File: src/rtl/uart_pkg.sv
// Shared definitions for the UART transmit arbiter: state encoding and frame constants.
package uart_pkg;

    typedef enum logic [1:0] {
        IDLE = 2'b00,
        BUSY = 2'b01,
        GAP  = 2'b10
    } arb_state_t;

    // Oversample ticks per bit and bits per frame (start + 8 data + stop).
    localparam int TICKS_PER_BIT = 16;
    localparam int FRAME_BITS    = 10;

endpackage

File: src/rtl/uart_rr_pick.sv
// Rotate-priority picker: first set request bit searching from ptr upward with wrap.
module uart_rr_pick #(
    parameter int N  = 4,
    parameter int IW = $clog2(N)
) (
    input  logic [N-1:0]  valid,
    input  logic [IW-1:0] ptr,
    output logic [IW-1:0] winner,
    output logic          any_valid
);

    function automatic logic [IW-1:0] wrap_add(input logic [IW-1:0] base, input int off);
        int sum;
        sum = int'(base) + off;
        if (sum >= N) sum = sum - N;
        return IW'(sum);
    endfunction

    // Walk offsets from farthest to nearest so the nearest set bit to ptr wins.
    always_comb begin
        winner = ptr;
        for (int off = N - 1; off >= 0; off--) begin
            if (valid[wrap_add(ptr, off)]) winner = wrap_add(ptr, off);
        end
    end

    assign any_valid = |valid;

endmodule

File: src/rtl/uart_tx_arbiter.sv
// Round-robin arbiter sharing one UART transmitter between N byte producers,
// with burst lock, optional inter-frame gap in baud ticks and a frame watchdog.
module uart_tx_arbiter
    import uart_pkg::*;
#(
    parameter int N         = 4,
    parameter int GAP_TICKS = 0,
    parameter int TIMEOUT   = 200000
) (
    input  logic           clk,
    input  logic           reset,
    input  logic           tick,
    input  logic [N-1:0]   req_valid,
    input  logic [8*N-1:0] req_data,
    input  logic [N-1:0]   req_lock,
    output logic [N-1:0]   req_ack,
    output logic [N-1:0]   req_done,
    output logic [7:0]     tx_data,
    output logic           tx_start,
    input  logic           tx_done_tick,
    output logic           busy,
    output logic           err_timeout,
    input  logic           err_clr
);

    localparam int IW  = $clog2(N);
    localparam int WDW = $clog2(TIMEOUT + 1);
    localparam logic [N-1:0] ONE = 1;

    arb_state_t      state, state_nxt;
    logic [IW-1:0]   ptr, ptr_nxt;
    logic [IW-1:0]   owner, owner_nxt;
    logic            lock_pend, lock_nxt;
    logic [7:0]      gap_cnt, gap_nxt;
    logic [WDW-1:0]  wd, wd_nxt;
    logic [7:0]      data_nxt;
    logic            start_nxt;
    logic [N-1:0]    ack_nxt, done_nxt;
    logic            err_nxt;

    logic [IW-1:0]   pick_w, grant_w;
    logic            any_valid, lock_hit;

    uart_rr_pick #(.N(N), .IW(IW)) u_pick (
        .valid     (req_valid),
        .ptr       (ptr),
        .winner    (pick_w),
        .any_valid (any_valid)
    );

    // A burst owner that is still requesting keeps the transmitter ahead of the rotation.
    assign lock_hit = lock_pend && req_valid[owner];
    assign grant_w  = lock_hit ? owner : pick_w;

    // Next-state and registered-output values for every state.
    always_comb begin
        state_nxt = state;
        ptr_nxt   = ptr;
        owner_nxt = owner;
        lock_nxt  = lock_pend;
        gap_nxt   = gap_cnt;
        wd_nxt    = wd;
        data_nxt  = tx_data;
        start_nxt = 1'b0;
        ack_nxt   = '0;
        done_nxt  = '0;
        err_nxt   = err_timeout & ~err_clr;

        case (state)
            IDLE: begin
                if (any_valid) begin
                    data_nxt  = req_data[{grant_w, 3'b000} +: 8];
                    start_nxt = 1'b1;
                    ack_nxt   = ONE << grant_w;
                    owner_nxt = grant_w;
                    wd_nxt    = '0;
                    lock_nxt  = 1'b0;
                    if (!lock_hit)
                        ptr_nxt = (pick_w == IW'(N - 1)) ? '0 : pick_w + IW'(1);
                    state_nxt = BUSY;
                end
            end
            BUSY: begin
                if (tx_done_tick) begin
                    done_nxt  = ONE << owner;
                    lock_nxt  = req_lock[owner] & req_valid[owner];
                    wd_nxt    = '0;
                    state_nxt = (GAP_TICKS > 0) ? GAP : IDLE;
                end else if (wd == WDW'(TIMEOUT - 1)) begin
                    err_nxt   = 1'b1;
                    lock_nxt  = 1'b0;
                    wd_nxt    = '0;
                    state_nxt = IDLE;
                end else begin
                    wd_nxt = wd + WDW'(1);
                end
            end
            GAP: begin
                if (tick) begin
                    if (gap_cnt == 8'(GAP_TICKS - 1)) begin
                        gap_nxt   = '0;
                        state_nxt = IDLE;
                    end else begin
                        gap_nxt = gap_cnt + 8'd1;
                    end
                end
            end
            default: state_nxt = IDLE;
        endcase
    end

    // State, counters and all outputs registered; reset clears everything at once.
    always_ff @(posedge clk or negedge reset) begin
        if (!reset) begin
            state       <= IDLE;
            ptr         <= '0;
            owner       <= '0;
            lock_pend   <= 1'b0;
            gap_cnt     <= '0;
            wd          <= '0;
            tx_data     <= 8'h00;
            tx_start    <= 1'b0;
            req_ack     <= '0;
            req_done    <= '0;
            err_timeout <= 1'b0;
            busy        <= 1'b0;
        end else begin
            state       <= state_nxt;
            ptr         <= ptr_nxt;
            owner       <= owner_nxt;
            lock_pend   <= lock_nxt;
            gap_cnt     <= gap_nxt;
            wd          <= wd_nxt;
            tx_data     <= data_nxt;
            tx_start    <= start_nxt;
            req_ack     <= ack_nxt;
            req_done    <= done_nxt;
            err_timeout <= err_nxt;
            busy        <= (state_nxt != IDLE);
        end
    end

endmodule

File: config.mk
export PLATFORM = sky130hd
export DESIGN_NAME = uart_tx_arbiter
export DESIGN_NICKNAME = d
export VERILOG_FILES = /design/src/rtl/uart_pkg.sv /design/src/rtl/uart_rr_pick.sv /design/src/rtl/uart_tx_arbiter.sv
export SDC_FILE = /design/constraint.sdc
export NUM_CORES = 1
export LEC_CHECK = 0
export ABC_AREA = 1
export BUFFER_PORTS_ARGS = -buffer_cell sky130_fd_sc_hd__buf_2
export CORE_MARGIN = 4
export CORE_UTILIZATION = 40
export DETAILED_ROUTE_END_ITERATION = 10
export MAX_ROUTING_LAYER = met4
export SYNTH_ARGS = -nofsm -noshare
export SYNTH_HDL_FRONTEND = slang
export SYNTH_SLANG_ARGS = --single-unit
export TNS_END_PERCENT = 100
File: constraint.sdc
create_clock -name clk -period 3.5 [get_ports clk]
set_input_delay 0.175 -clock clk [delete_from_list [all_inputs] [get_ports clk]]
set_output_delay 0.175 -clock clk [all_outputs]
set_load 0.1 [all_outputs]
==> results_tabular.tex, run 1 <==
\begin{tabular}{lr}
\hline
Metric & Value \\
\hline
\multicolumn{2}{l}{\textbf{Yosys}} \\
Synth warnings & 0 \\
Instance count of the mapped netlist & approximately 380 \\
Post-Syn Area per Cell & 7.97 um\^{}2 \\
Flip-flop and latch count after synthesis & between 50 and 60 \\
Synth async-reset ratio & 100\% \\
Area share of the leading cell type in the synthesized netlist & 42.5\% \\
Portion of the post-synthesis area used by sequential elements & 42.5\% \\
Area fraction in compound gates after synthesis & slightly below 7\% \\
Post-synth design cell area & around 0.0031 mm\^{}2 \\
Share of the synthesized netlist area taken by xor and xnor gates & 1.43\% \\
Post-synth top area cell & sky130\_fd\_sc\_hd\_\_dfrtp\_1 \\
Count of flip-flops with a built-in enable after synthesis & 0 \\
Simple logic cell fraction of the synthesized area & around two fifths \\
Largest family of logic cells by synthesized area & simple AND/OR/NAND/NOR gates \\
Netlist cell types & 35 \\
Multiplexer fraction of the synthesized cell area & 0\% \\
Most repeated cell in the gate-level netlist after synthesis & sky130\_fd\_sc\_hd\_\_nand2\_1 \\
Top FF cell, synth & sky130\_fd\_sc\_hd\_\_dfrtp\_1 \\
Cells taking the most area after synthesis & sky130\_fd\_sc\_hd\_\_dfrtp\_1 43\%, sky130\_fd\_sc\_hd\_\_nand2\_1 9.7\%, sky130\_fd\_sc\_hd\_\_nand3\_1 9.2\% \\
Adder-cell share of the synthesized area & less than 1\% \\
Syn Nets & 431 \\
Top post-synthesis cells by count & 79 x sky130\_fd\_sc\_hd\_\_nand2\_1, 56 x sky130\_fd\_sc\_hd\_\_nand3\_1, 52 x sky130\_fd\_sc\_hd\_\_dfrtp\_1, 39 x sky130\_fd\_sc\_hd\_\_inv\_1, 28 x sky130\_fd\_sc\_hd\_\_nor2\_1 \\
\multicolumn{2}{l}{\textbf{Worst setup path}} \\
Kind of cell adding the most delay to the critical path & simple AND/OR/NAND/NOR gates \\
Largest stage delay on the critical path & around 0.40 ns \\
Critical path startpoint category & flop \\
Classification of the worst setup path & reg2reg \\
Cell depth of the worst setup path & 9 \\
Required time of the worst setup path & 3.70 ns \\
Most numerous cell on the critical path & sky130\_fd\_sc\_hd\_\_nand2\_1 \\
Number of buffer and inverter stages on the critical path & 0 \\
Slowest library cell on the worst path & sky130\_fd\_sc\_hd\_\_dfrtp\_1 \\
Number of cells traversed by the worst register-to-register path & 9 \\
Category of the worst setup path capture point & flop \\
Arrival time of data at the critical path endpoint & $\sim$2.5 ns \\
Worst-path fanout max & 15 \\
Ordered list of cells on the worst path & nor2\_1, nand2\_1, nand2\_1, and3\_1, nand3\_1, nor2\_1, nand2\_1, o21ai\_0, a21oi\_1 \\
\multicolumn{2}{l}{\textbf{Timing}} \\
Worst Tran Pin Value & roughly 0.76 ns \\
Number of max-slew violations in the final report & 0 \\
Setup-violating endpoint count in the final report & 0 \\
Final Skew & roughly 0.0076 ns \\
Worst Setup Slack, final & 1.25 ns \\
Minimum clock period & 2.25 ns \\
Upper clock frequency limit & between 400 and 500 MHz \\
Worst slew slack as a fraction of its limit & 49.2\% \\
Crit share post-route & $\sim$64\% \\
Unrepaired setup endpoints after global routing & false \\
Number of failing hold endpoints at the final stage & 0 \\
Final TNS setup & 0 ns \\
\multicolumn{2}{l}{\textbf{Clock tree}} \\
CTS root buf & sky130\_fd\_sc\_hd\_\_clkbuf\_8 \\
TritonCTS clock tree & yes \\
CTS buffer count & 5 \\
Worst-case clock buffer depth & 2 \\
Reg clk slew, reported paths & roughly 0.1 ns \\
Total number of H-tree levels & 2 \\
Worst skew pair latency & approximately 0.31 ns \\
Sink Count & 52 \\
\multicolumn{2}{l}{\textbf{Placed design}} \\
Port-buffer cells & 63 \\
Placer Congestion & 0.841 \\
Dpl cell area & about 0.0034 mm\^{}2 \\
Post-DP HPWL & roughly 5.2 mm \\
DP Worst Slack & $\sim$1.3 ns \\
\multicolumn{2}{l}{\textbf{Floorplan}} \\
Floorplan Core Area & between 0.007 and 0.008 mm\^{}2 \\
I/O pins & 64 \\
Height of the die & $\sim$95 um \\
Total die area & around 0.0091 mm\^{}2 \\
Chip width & around 95 um \\
Initial core utilization & 41.8\% \\
Rows & 31 \\
\multicolumn{2}{l}{\textbf{Power}} \\
P\_leak & about 1.8 nW \\
Pwr dens & 996 mW/mm\^{}2 \\
Post-layout power & 3.53 mW \\
Max rail drop VDD & $\sim$0.00055 V \\
\multicolumn{2}{l}{\textbf{Layout}} \\
Final Cell Area & approximately 0.0035 mm\^{}2 \\
Post-synthesis to final-layout area growth & 15.7\% \\
Layout cell share with drive strength beyond 1 & 28.3\% \\
Antenna cells & 0 \\
Number of nets at the end of the flow & roughly 490 \\
Core occupancy in the finished layout & between 40 and 50\% \\
\multicolumn{2}{l}{\textbf{Global routing}} \\
Number of global-route vias before repair & around 2.6k \\
First-pass GRT wire length & about 12 mm \\
Overflow left after global routing & 0 \\
Pin count of the biggest net entering global routing & 35 \\
Total global routing track utilization & roughly 17\% \\
Number of antenna violations at the first check in global routing & 0 \\
\multicolumn{2}{l}{\textbf{Detailed routing}} \\
Average routed wire per standard cell & 12.6 um \\
Sum of routed wire length over all layers & between 6 and 7 mm \\
Residual DRC & 0 \\
DRT Pass-1 Iters & 4 \\
Mean number of vias per cell & 4.92 \\
Antenna-violating nets left & 0 \\
DR vias & 2693 \\
Detailed Route Iter0 Violations & 105 \\
\multicolumn{2}{l}{\textbf{Job}} \\
Reported max-cap violation count & 0 \\
\multicolumn{2}{l}{\textbf{Worst hold path}} \\
Kind of path behind the tightest hold check & in2reg \\
Count of cells along the worst hold path & 2 \\
\multicolumn{2}{l}{\textbf{Outcome}} \\
Status & complete, no violations \\
\hline
\end{tabular}
## kinds of logic (layout without fill, tap and decap cells)
group	after synthesis	count (layout)
flops	52	52
simple gates	230	230
fa+ha+maj	2	2
compound gates	38	38
buf+inv	57	121
xor+xnor	5	5
## metal layers
layer	vias up	share of wire (%)	GRT usage [%]
met5	-	0	-
met4	0	1.4	4.74
met3	9	4.2	3.08
met2	54	48	26.7
met1	1243	47	21.9
li1	1387	-	-
## sequential cells by signal (all words and copies together), names as in the netlist
name,count
tx_start,1
lock_pend,1
busy,1
tx_data,8
state,2
ptr,2
req_done,4
err_timeout,1
gap_cnt,8
req_ack,4
wd,18
owner,2
## power by group
group          total, mW  switching, mW  internal, mW
registers          0.847          0.108         0.739
logic               2.25           1.70         0.549
clock network      0.435          0.201         0.234
## final cells by class
cell class	count	area, um^2
clock buffers	6	82.6
multi-input cells	275	1470
repair buffers	65	333
inverters	48	193
clock inverters	2	38.8
well taps	99	124
flip-flops and latches	52	1300
fillers	734	3790
## repair_timing
action                                  4_1_cts  5_1_grt
hold buffers                                  1        0
buffers inserted                              0        0
endpoints found under the setup margin        0        0
gates resized for setup                       0        0
endpoints found under the hold margin        33        0
## layout by cell type, fill, tap and decap left out, types with 7 or more instances in the layout
master                    synthesis  layout
sky130_fd_sc_hd__o21ai_0         17      17
sky130_fd_sc_hd__nand3_1         56      56
sky130_fd_sc_hd__a21oi_1         14      14
sky130_fd_sc_hd__nor3_1          11      11
sky130_fd_sc_hd__dfrtp_1         52      52
sky130_fd_sc_hd__inv_1           39      39
sky130_fd_sc_hd__buf_2            2      63
sky130_fd_sc_hd__nand3_2         17      17
sky130_fd_sc_hd__nand4_1          7       7
sky130_fd_sc_hd__nand2_2         19      19
sky130_fd_sc_hd__nor2_1          28      28
sky130_fd_sc_hd__nand2_1         79      79
## final timing paths
path | startpoint | endpoint | slack, ns
setup / recovery | state[1]$_DFF_PN0_ | wd[13]$_DFFE_PN0P_ | 1.25
hold / removal | err_clr | err_timeout$_DFF_PN0_ | 0.05
setup reg to reg | state[1]$_DFF_PN0_ | wd[13]$_DFFE_PN0P_ | 1.25
hold reg to reg | tx_data[6]$_DFFE_PN0P_ | tx_data[6]$_DFFE_PN0P_ | 0.50
max in group asynchronous | reset | wd[3]$_DFFE_PN0P_ | 2.28
min in group asynchronous | reset | wd[11]$_DFFE_PN0P_ | 0.47
## through the flow
stage / hold slack (ns) / std cells
global placement: 0.306 / 538
CTS: 0.0468 / 547
finish: 0.0517 / 547
global route: 0.0457 / 547
floorplan: -0.121 / 384
detailed placement: 0.299 / 538
Power figures use the tool's default switching activity.
==> run 2, diff against run 1 <==
Settings changed: ABC_AREA 1 to 0.
Clock period 3.5 ns to 1.8 ns, I/O delays scaled along.
==> results_tabular.tex, run 2 <==
\begin{tabular}{lr}
\hline
Metric & Value \\
\hline
\multicolumn{2}{l}{\textbf{Layout}} \\
Core occupancy in the finished layout & 58.6\% (+10 points) \\
Highest-count cells in the layout ignoring fill and taps & 63 x sky130\_fd\_sc\_hd\_\_buf\_2, 52 x sky130\_fd\_sc\_hd\_\_dfrtp\_1, 44 x sky130\_fd\_sc\_hd\_\_buf\_4 \\
Commonest non-fill, non-tap cell in the layout & sky130\_fd\_sc\_hd\_\_buf\_2 \\
Flip-flop count of the largest register, all copies and words added & 18 (unchanged) \\
Layout cell share with drive strength beyond 1 & 41.3\% (+13 points) \\
Most flop-heavy register & wd \\
Registers with the most flip-flops & wd x18, gap\_cnt x8, tx\_data x8 \\
Post-route non-filler standard cell count & 469 (-14\%) \\
Number of nets at the end of the flow & 438 (-11\%) \\
Final Cell Area & 0.00379 mm\^{}2 (+6.9\%) \\
Post-synthesis to final-layout area growth & 40.0\% \\
Antenna cells & 0 (unchanged) \\
\multicolumn{2}{l}{\textbf{Power}} \\
Max rail drop VDD & 0.000971 V (+75\%) \\
Pwr dens & 1440 mW/mm\^{}2 (+44\%) \\
P\_leak & 1.83 nW (+1.6\%) \\
Post-layout power & 5.43 mW (+54\%) \\
\multicolumn{2}{l}{\textbf{Worst setup path}} \\
Classification of the worst setup path & reg2reg \\
Worst reg2reg setup slack & -0.13 ns (-1.39 ns) \\
Critical path startpoint category & flop \\
Worst-path fanout max & 19 (+4) \\
Arrival time of data at the critical path endpoint & 2.11 ns (-0.34 ns) \\
Largest stage delay on the critical path & 0.55 ns (+0.15 ns) \\
Category of the worst setup path capture point & flop \\
Kind of cell adding the most delay to the critical path & multiplexers \\
Slowest library cell on the worst path & sky130\_fd\_sc\_hd\_\_mux4\_2 \\
Number of buffer and inverter stages on the critical path & 1 (+1) \\
Required time of the worst setup path & 1.97 ns (-1.73 ns) \\
Ordered list of cells on the worst path & mux4\_2, nand2\_4, mux2i\_4, buf\_12, mux2i\_1, o221ai\_1 \\
\multicolumn{2}{l}{\textbf{Detailed routing}} \\
Average routed wire per standard cell & 14.3 um (+14\%) \\
DRT Pass-1 Iters & 4 (unchanged) \\
Mean number of vias per cell & 5.35 (+8.6\%) \\
Met3 WL post-DR & 248 um (-14\%) \\
Residual DRC & 0 (unchanged) \\
Met2 wire length & 3.22 mm (-2.0\%) \\
Met1 wire length & 3.16 mm (-1.5\%) \\
Sum of routed wire length over all layers & 6.70 mm (-2.5\%) \\
DR vias & 2507 (-6.9\%) \\
Antenna-violating nets left & 0 (unchanged) \\
Detailed Route Iter0 Violations & 83 (-21\%) \\
Topmost layer with routed signal wires & met4 \\
\multicolumn{2}{l}{\textbf{Timing}} \\
Unrepaired setup endpoints after global routing & true \\
Upper clock frequency limit & 517 MHz (+16\%) \\
Crit share post-route & 107\% (+43 points) \\
Minimum clock period & 1.93 ns (-0.312 ns) \\
Number of max-slew violations in the final report & 0 (unchanged) \\
Final Skew & 0.00822 ns (+0.000574 ns) \\
Number of failing hold endpoints at the final stage & 0 (unchanged) \\
Worst slew slack as a fraction of its limit & 26.7\% (-23 points) \\
Worst hold slack across all endpoints & 0.0782 ns (+0.0265 ns) \\
Worst Setup Slack, final & -0.134 ns (-1.39 ns) \\
Worst Tran Pin Value & 1.10 ns (+0.334 ns) \\
Setup-violating endpoint count in the final report & 26 (+26) \\
\multicolumn{2}{l}{\textbf{Yosys}} \\
Netlist cell types & 52 (+49\%) \\
Synth warnings & 0 (unchanged) \\
Most repeated cell in the gate-level netlist after synthesis & sky130\_fd\_sc\_hd\_\_dfrtp\_1 \\
Post-Syn Area per Cell & 9.80 um\^{}2 (+23\%) \\
Syn Nets & 323 (-25\%) \\
Cells taking the most area after synthesis & sky130\_fd\_sc\_hd\_\_dfrtp\_1 48\%, sky130\_fd\_sc\_hd\_\_mux2i\_1 6.7\%, sky130\_fd\_sc\_hd\_\_nand2\_1 5.7\% \\
Area share of the leading cell type in the synthesized netlist & 48.1\% (+5.6 points) \\
Post-synth top area cell & sky130\_fd\_sc\_hd\_\_dfrtp\_1 \\
Flip-flop and latch count after synthesis & 52 (unchanged) \\
Top FF cell, synth & sky130\_fd\_sc\_hd\_\_dfrtp\_1 \\
Instance count of the mapped netlist & 276 (-28\%) \\
Synth async-reset ratio & 100\% (unchanged) \\
Count of flip-flops with a built-in enable after synthesis & 0 (unchanged) \\
Top post-synthesis cells by count & 52 x sky130\_fd\_sc\_hd\_\_dfrtp\_1, 41 x sky130\_fd\_sc\_hd\_\_nand2\_1, 25 x sky130\_fd\_sc\_hd\_\_o21ai\_0, 18 x sky130\_fd\_sc\_hd\_\_mux2i\_1, 15 x sky130\_fd\_sc\_hd\_\_nor2\_1 \\
Portion of the post-synthesis area used by sequential elements & 48.1\% (+5.6 points) \\
Post-synth design cell area & 0.00270 mm\^{}2 (-12\%) \\
\multicolumn{2}{l}{\textbf{Global routing}} \\
Total global routing track utilization & 16.9\% (+0.17 points) \\
Number of antenna violations at the first check in global routing & 0 (unchanged) \\
Overflow left after global routing & 0 (unchanged) \\
Pin count of the biggest net entering global routing & 53 (+51\%) \\
Number of global-route vias before repair & 2434 (-7.7\%) \\
First-pass GRT wire length & 11.4 mm (-3.5\%) \\
\multicolumn{2}{l}{\textbf{Job}} \\
Reported max-cap violation count & 0 (unchanged) \\
\multicolumn{2}{l}{\textbf{Floorplan}} \\
I/O pins & 64 (unchanged) \\
Chip width & 90.2 um (-5.5\%) \\
Initial core utilization & 41.9\% (+0.099 points) \\
Floorplan Core Area & 0.00646 mm\^{}2 (-12\%) \\
Rows & 29 (-6.5\%) \\
Height of the die & 90.2 um (-5.5\%) \\
Total die area & 0.00814 mm\^{}2 (-11\%) \\
\multicolumn{2}{l}{\textbf{Placed design}} \\
Post-DP HPWL & 4.56 mm (-13\%) \\
Port-buffer cells & 63 (unchanged) \\
Placer Congestion & 0.835 (-0.71\%) \\
Dpl cell area & 0.00340 mm\^{}2 (-0.29\%) \\
Cell total after placement & 446 (-17\%) \\
\multicolumn{2}{l}{\textbf{Clock tree}} \\
TritonCTS clock tree & yes \\
Worst skew pair latency & 0.30 ns (about the same) \\
Sink Count & 52 (unchanged) \\
CTS root buf & sky130\_fd\_sc\_hd\_\_clkbuf\_8 \\
Worst-case clock buffer depth & 2 (unchanged) \\
CTS buffer count & 5 (unchanged) \\
Total number of H-tree levels & 2 (unchanged) \\
Reg clk slew, reported paths & 0.09 ns (about the same) \\
\multicolumn{2}{l}{\textbf{Worst hold path}} \\
Kind of path behind the tightest hold check & in2reg \\
\multicolumn{2}{l}{\textbf{Outcome}} \\
Status & complete, but fails checks \\
Violations in the final reports & setup timing \\
\hline
\end{tabular}
## run 2: report_power, final
part           switching, mW  leakage [nW]  internal (mW)  total (mW)
logic                   2.07          1.08           1.03        3.10
registers              0.131         0.689           1.41        1.54
clock network          0.381        0.0552          0.413       0.794
## run 2: path summary, 6_finish.rpt
check	startpoint	end	cells past startpoint
min	req_data[11]	tx_data[3]$_DFFE_PN0P_	3
max in group asynchronous	reset	req_done[0]$_DFF_PN0_	3
min reg2reg	gap_cnt[6]$_DFFE_PN0P_	gap_cnt[6]$_DFFE_PN0P_	1
min in group asynchronous	reset	gap_cnt[4]$_DFFE_PN0P_	3
max	owner[0]$_DFFE_PN0P_	tx_data[4]$_DFFE_PN0P_	6
max reg2reg	owner[0]$_DFFE_PN0P_	tx_data[4]$_DFFE_PN0P_	6
## run 2: kinds of logic after synthesis
kind of cell,after synthesis,share of synthesized area [%]
adder cells (fa/ha/maj),2,0.925
flip-flops,52,48.1
AND/OR/NAND/NOR,117,22.3
AO/OA/AOI/OAI,64,15.6
multiplexers,20,7.91
XOR/XNOR,5,1.62
buffers and inverters,16,3.47
## run 2: timing repair
action,4_1_cts,5_1_grt
cloned,1,1
pin swaps,9,10
setup endpoints to repair,28,34
hold buffers,3,0
resized for setup,28,32
setup buffers,7,3
hold endpoints to repair,54,0
## run 2: layout make-up
type,instances,area [um^2]
well taps,77,96.3
clock inverters,2,35.0
fillers,553,2670
clock buffers,6,72.6
inverters,5,18.8
flip-flops and latches,52,1300
repair buffers,119,807
multi-input cells,208,1460
## run 2: stage by stage
| step | TNS [ns] | setup slack [ns] |
|---|---|---|
| 2_1_floorplan | -0.595 | -0.0850 |
| 3_3_place_gp | -1.92 | -0.145 |
| 3_5_place_dp | -1.91 | -0.145 |
| 4_1_cts | -1.66 | -0.188 |
| 5_1_grt | -4.68 | -0.229 |
| 6_report | -1.67 | -0.134 |
## run 2: layer usage
metal / vias up / track usage [%]
met5: - / -
met4: 0 / 4.21
met3: 8 / 2.34
met2: 52 / 27.1
met1: 1211 / 22.7
li1: 1236 / -
## run 2: worst min-delay path, delay by kind of cell
kind / cells / cell delay [ns]
buffers and inverters: 1 / 0.07
muxes: 1 / 0.05
AOI/OAI and AO/OA: 1 / 0.13
==> run 3, diff against run 2 <==
Clock period 1.8 ns to 1.6 ns, I/O delays scaled along.
==> results_tabular.tex, run 3 (synthesis results as in run 2) <==
\begin{tabular}{lr}
\hline
Metric & Value \\
\hline
\multicolumn{2}{l}{\textbf{Timing}} \\
Final Skew & 0.0110 ns (+0.00281 ns) \\
Worst Tran Pin Value & 0.506 ns (-0.590 ns) \\
Number of failing hold endpoints at the final stage & 0 (unchanged) \\
Minimum clock period & 1.95 ns (+0.0137 ns) \\
Upper clock frequency limit & 514 MHz (-0.70\%) \\
Number of max-slew violations in the final report & 0 (unchanged) \\
Worst Setup Slack, final & -0.347 ns (-0.214 ns) \\
Setup-violating endpoint count in the final report & 36 (+38\%) \\
Unrepaired setup endpoints after global routing & true \\
Crit share post-route & 122\% (+14 points) \\
Worst slew slack as a fraction of its limit & 66.5\% (+40 points) \\
\multicolumn{2}{l}{\textbf{Worst setup path}} \\
Worst Setup SP & owner[0]\$\_DFFE\_PN0P\_ \\
Largest stage delay on the critical path & 0.55 ns (about the same) \\
Worst-path fanout max & 17 (-2) \\
Endpoint of the worst setup timing path & tx\_data[3]\$\_DFFE\_PN0P\_ \\
Slowest library cell on the worst path & sky130\_fd\_sc\_hd\_\_mux4\_2 \\
Required time of the worst setup path & 1.78 ns (-0.19 ns) \\
Cell depth of the worst setup path & 6 (unchanged) \\
Worst reg2reg endpoint & tx\_data[3]\$\_DFFE\_PN0P\_ \\
Worst reg2reg setup slack & -0.35 ns (-0.21 ns) \\
Category of the worst setup path capture point & flop \\
Number of buffer and inverter stages on the critical path & 1 (unchanged) \\
Critical path startpoint category & flop \\
Worst flop-to-flop path startpoint & owner[0]\$\_DFFE\_PN0P\_ \\
Classification of the worst setup path & reg2reg \\
Kind of cell adding the most delay to the critical path & multiplexers \\
Number of cells traversed by the worst register-to-register path & 6 (unchanged) \\
Arrival time of data at the critical path endpoint & 2.13 ns (+0.02 ns) \\
Ordered list of cells on the worst path & mux4\_2, nand2\_4, mux2i\_4, buf\_12, mux2i\_1, o221ai\_1 \\
\multicolumn{2}{l}{\textbf{Worst hold path}} \\
Kind of path behind the tightest hold check & in2reg \\
\multicolumn{2}{l}{\textbf{Clock tree}} \\
Reg clk slew, reported paths & 0.10 ns (about the same) \\
Worst skew pair latency & 0.31 ns (about the same) \\
Total number of H-tree levels & 2 (unchanged) \\
TritonCTS clock tree & yes \\
CTS buffer count & 5 (unchanged) \\
Sink Count & 52 (unchanged) \\
CTS root buf & sky130\_fd\_sc\_hd\_\_clkbuf\_8 \\
Worst-case clock buffer depth & 2 (unchanged) \\
\multicolumn{2}{l}{\textbf{Floorplan}} \\
I/O pins & 64 (unchanged) \\
Chip width & 90.2 um (unchanged) \\
Rows & 29 (unchanged) \\
Height of the die & 90.2 um (unchanged) \\
Floorplan Core Area & 0.00646 mm\^{}2 (unchanged) \\
Total die area & 0.00814 mm\^{}2 (unchanged) \\
Initial core utilization & 41.9\% (unchanged) \\
\multicolumn{2}{l}{\textbf{Detailed routing}} \\
Antenna-violating nets left & 0 (unchanged) \\
Average routed wire per standard cell & 14.2 um (-0.68\%) \\
Mean number of vias per cell & 5.26 (-1.6\%) \\
Residual DRC & 0 (unchanged) \\
DRT Pass-1 Iters & 4 (unchanged) \\
Sum of routed wire length over all layers & 6.98 mm (+4.2\%) \\
Detailed Route Iter0 Violations & 88 (+6.0\%) \\
DR vias & 2587 (+3.2\%) \\
\multicolumn{2}{l}{\textbf{Placed design}} \\
Cell total after placement & 462 (+3.6\%) \\
Placer Congestion & 0.824 (-1.4\%) \\
Post-DP HPWL & 4.83 mm (+5.8\%) \\
Port-buffer cells & 63 (unchanged) \\
DP Worst Slack & -0.356 ns (-0.211 ns) \\
\multicolumn{2}{l}{\textbf{Power}} \\
Net switching component of the power & 3.01 mW (+16\%) \\
P\_leak & 1.95 nW (+6.7\%) \\
Sequential cell fraction of total power & 27.5\% (-0.8 points) \\
Relative contribution of combinational cells to total power & 60.4\% (+3.3 points) \\
Clock group share of total power & 12.1\% (-2.5 points) \\
Pwr dens & 1560 mW/mm\^{}2 (+8.9\%) \\
Switching power as a share of total power & 47.8\% (+0.34 points) \\
Internal portion of total power & 3.28 mW (+15\%) \\
Max rail drop VDD & 0.00153 V (+58\%) \\
\multicolumn{2}{l}{\textbf{Layout}} \\
Number of nets at the end of the flow & 461 (+5.3\%) \\
Highest-count cells in the layout ignoring fill and taps & 63 x sky130\_fd\_sc\_hd\_\_buf\_2, 57 x sky130\_fd\_sc\_hd\_\_buf\_4, 52 x sky130\_fd\_sc\_hd\_\_dfrtp\_1 \\
Commonest non-fill, non-tap cell in the layout & sky130\_fd\_sc\_hd\_\_buf\_2 \\
Flip-flop count of the largest register, all copies and words added & 18 (unchanged) \\
Most flop-heavy register & wd \\
Post-route non-filler standard cell count & 492 (+4.9\%) \\
Antenna cells & 0 (unchanged) \\
Layout cell share with drive strength beyond 1 & 45.5\% (+4.2 points) \\
Post-synthesis to final-layout area growth & 48.6\% \\
Total of fill cells in the finished design & 532 (-3.8\%) \\
Registers with the most flip-flops & wd x18, gap\_cnt x8, tx\_data x8 \\
\multicolumn{2}{l}{\textbf{Global routing}} \\
Pin count of the biggest net entering global routing & 53 (unchanged) \\
Total global routing track utilization & 17.9\% (+1.0 points) \\
Global-route layer with the greatest usage & met2 \\
Number of antenna violations at the first check in global routing & 0 (unchanged) \\
Global Route met1 Usage & 22.6\% (-0.092 points) \\
Met3 usage & 3.17\% (+0.83 points) \\
Grt met2 use & 30.1\% (+3.0 points) \\
Overflow left after global routing & 0 (unchanged) \\
Number of global-route vias before repair & 2593 (+6.5\%) \\
First-pass GRT wire length & 11.9 mm (+4.4\%) \\
\multicolumn{2}{l}{\textbf{Outcome}} \\
Violations in the final reports & setup timing \\
Status & complete, but fails checks \\
\multicolumn{2}{l}{\textbf{Job}} \\
Reported max-cap violation count & 0 (unchanged) \\
\hline
\end{tabular}
## run 3: worst min-delay path by stage
stage,start,to,slack (ns),cells past startpoint
floorplan,reset,busy$_DFF_PN0_,-0.22,0
CTS,req_data[15],tx_data[7]$_DFFE_PN0P_,0.08,3
global placement,reset,gap_cnt[6]$_DFFE_PN0P_,0.1,2
finish,req_data[15],tx_data[7]$_DFFE_PN0P_,0.08,3
global route,req_data[14],tx_data[6]$_DFFE_PN0P_,0.09,3
detailed placement,reset,gap_cnt[5]$_DFFE_PN0P_,0.1,2
## run 3: worst reg2reg max path: cells and delay by family (launching register included)
| kind | cells | cell delay, ns |
|---|---|---|
| DFF | 1 | 0.38 |
| buffers and inverters | 1 | 0.19 |
| and+or+nand+nor | 1 | 0.10 |
| AOI/OAI and AO/OA | 1 | 0.12 |
| muxes | 3 | 1.02 |
## run 3: what timing repair did
| action | in CTS | in global routing |
|---|---|---|
| endpoints found under the setup margin | 35 | 40 |
| cloned | 3 | 0 |
| gates resized for setup | 34 | 17 |
| pin swaps | 7 | 10 |
| hold endpoints to repair | 54 | 0 |
| hold buffers | 3 | 0 |
| buffers inserted | 14 | 4 |
## run 3: area by class of cell
class                   count  area, um^2  share of cell area [%]
clock inverters             3        18.8                   0.467
multi-input cells         208        1490                    37.1
clock buffers               5        68.8                    1.71
inverters                   5        18.8                   0.467
repair buffers            142        1020                    25.4
flip-flops and latches     52        1300                    32.4
well taps                  77        96.3                    2.40
## run 3: routing by layer
metal / part of all wire [%] / vias to the layer above
met1: 44 / 1246
met5: 0 / -
met3: 3.3 / 9
li1: - / 1287
met2: 51 / 45
met4: 1.2 / 0
## run 3: power by group through the flow
| stage | Combinational (mW) | Sequential (mW) | Clock, mW |
|---|---|---|---|
| floorplan | 1.20 | 3.02 | 0 |
| global route | 4.00 | 1.77 | 0.815 |
| CTS | 3.70 | 1.73 | 0.772 |
| global placement | 3.27 | 1.74 | 0 |
| detailed placement | 3.32 | 1.75 | 0 |
| finish | 3.80 | 1.73 | 0.757 |
## run 3: metrics by stage
stage               instance area (um^2)  setup TNS [ns]  total power, mW  util (%)  hold WS [ns]
global placement                    3550           -7.89             5.01      54.9        0.0976
global route                        4020          -12.42             6.58      62.2        0.0884
CTS                                 3950           -8.96             6.20      61.1        0.0757
detailed placement                  3550           -8.08             5.06      54.9        0.0952
floorplan                           2750           -3.84             4.23         -        -0.216
finish                              4020           -8.39             6.28      62.2        0.0751
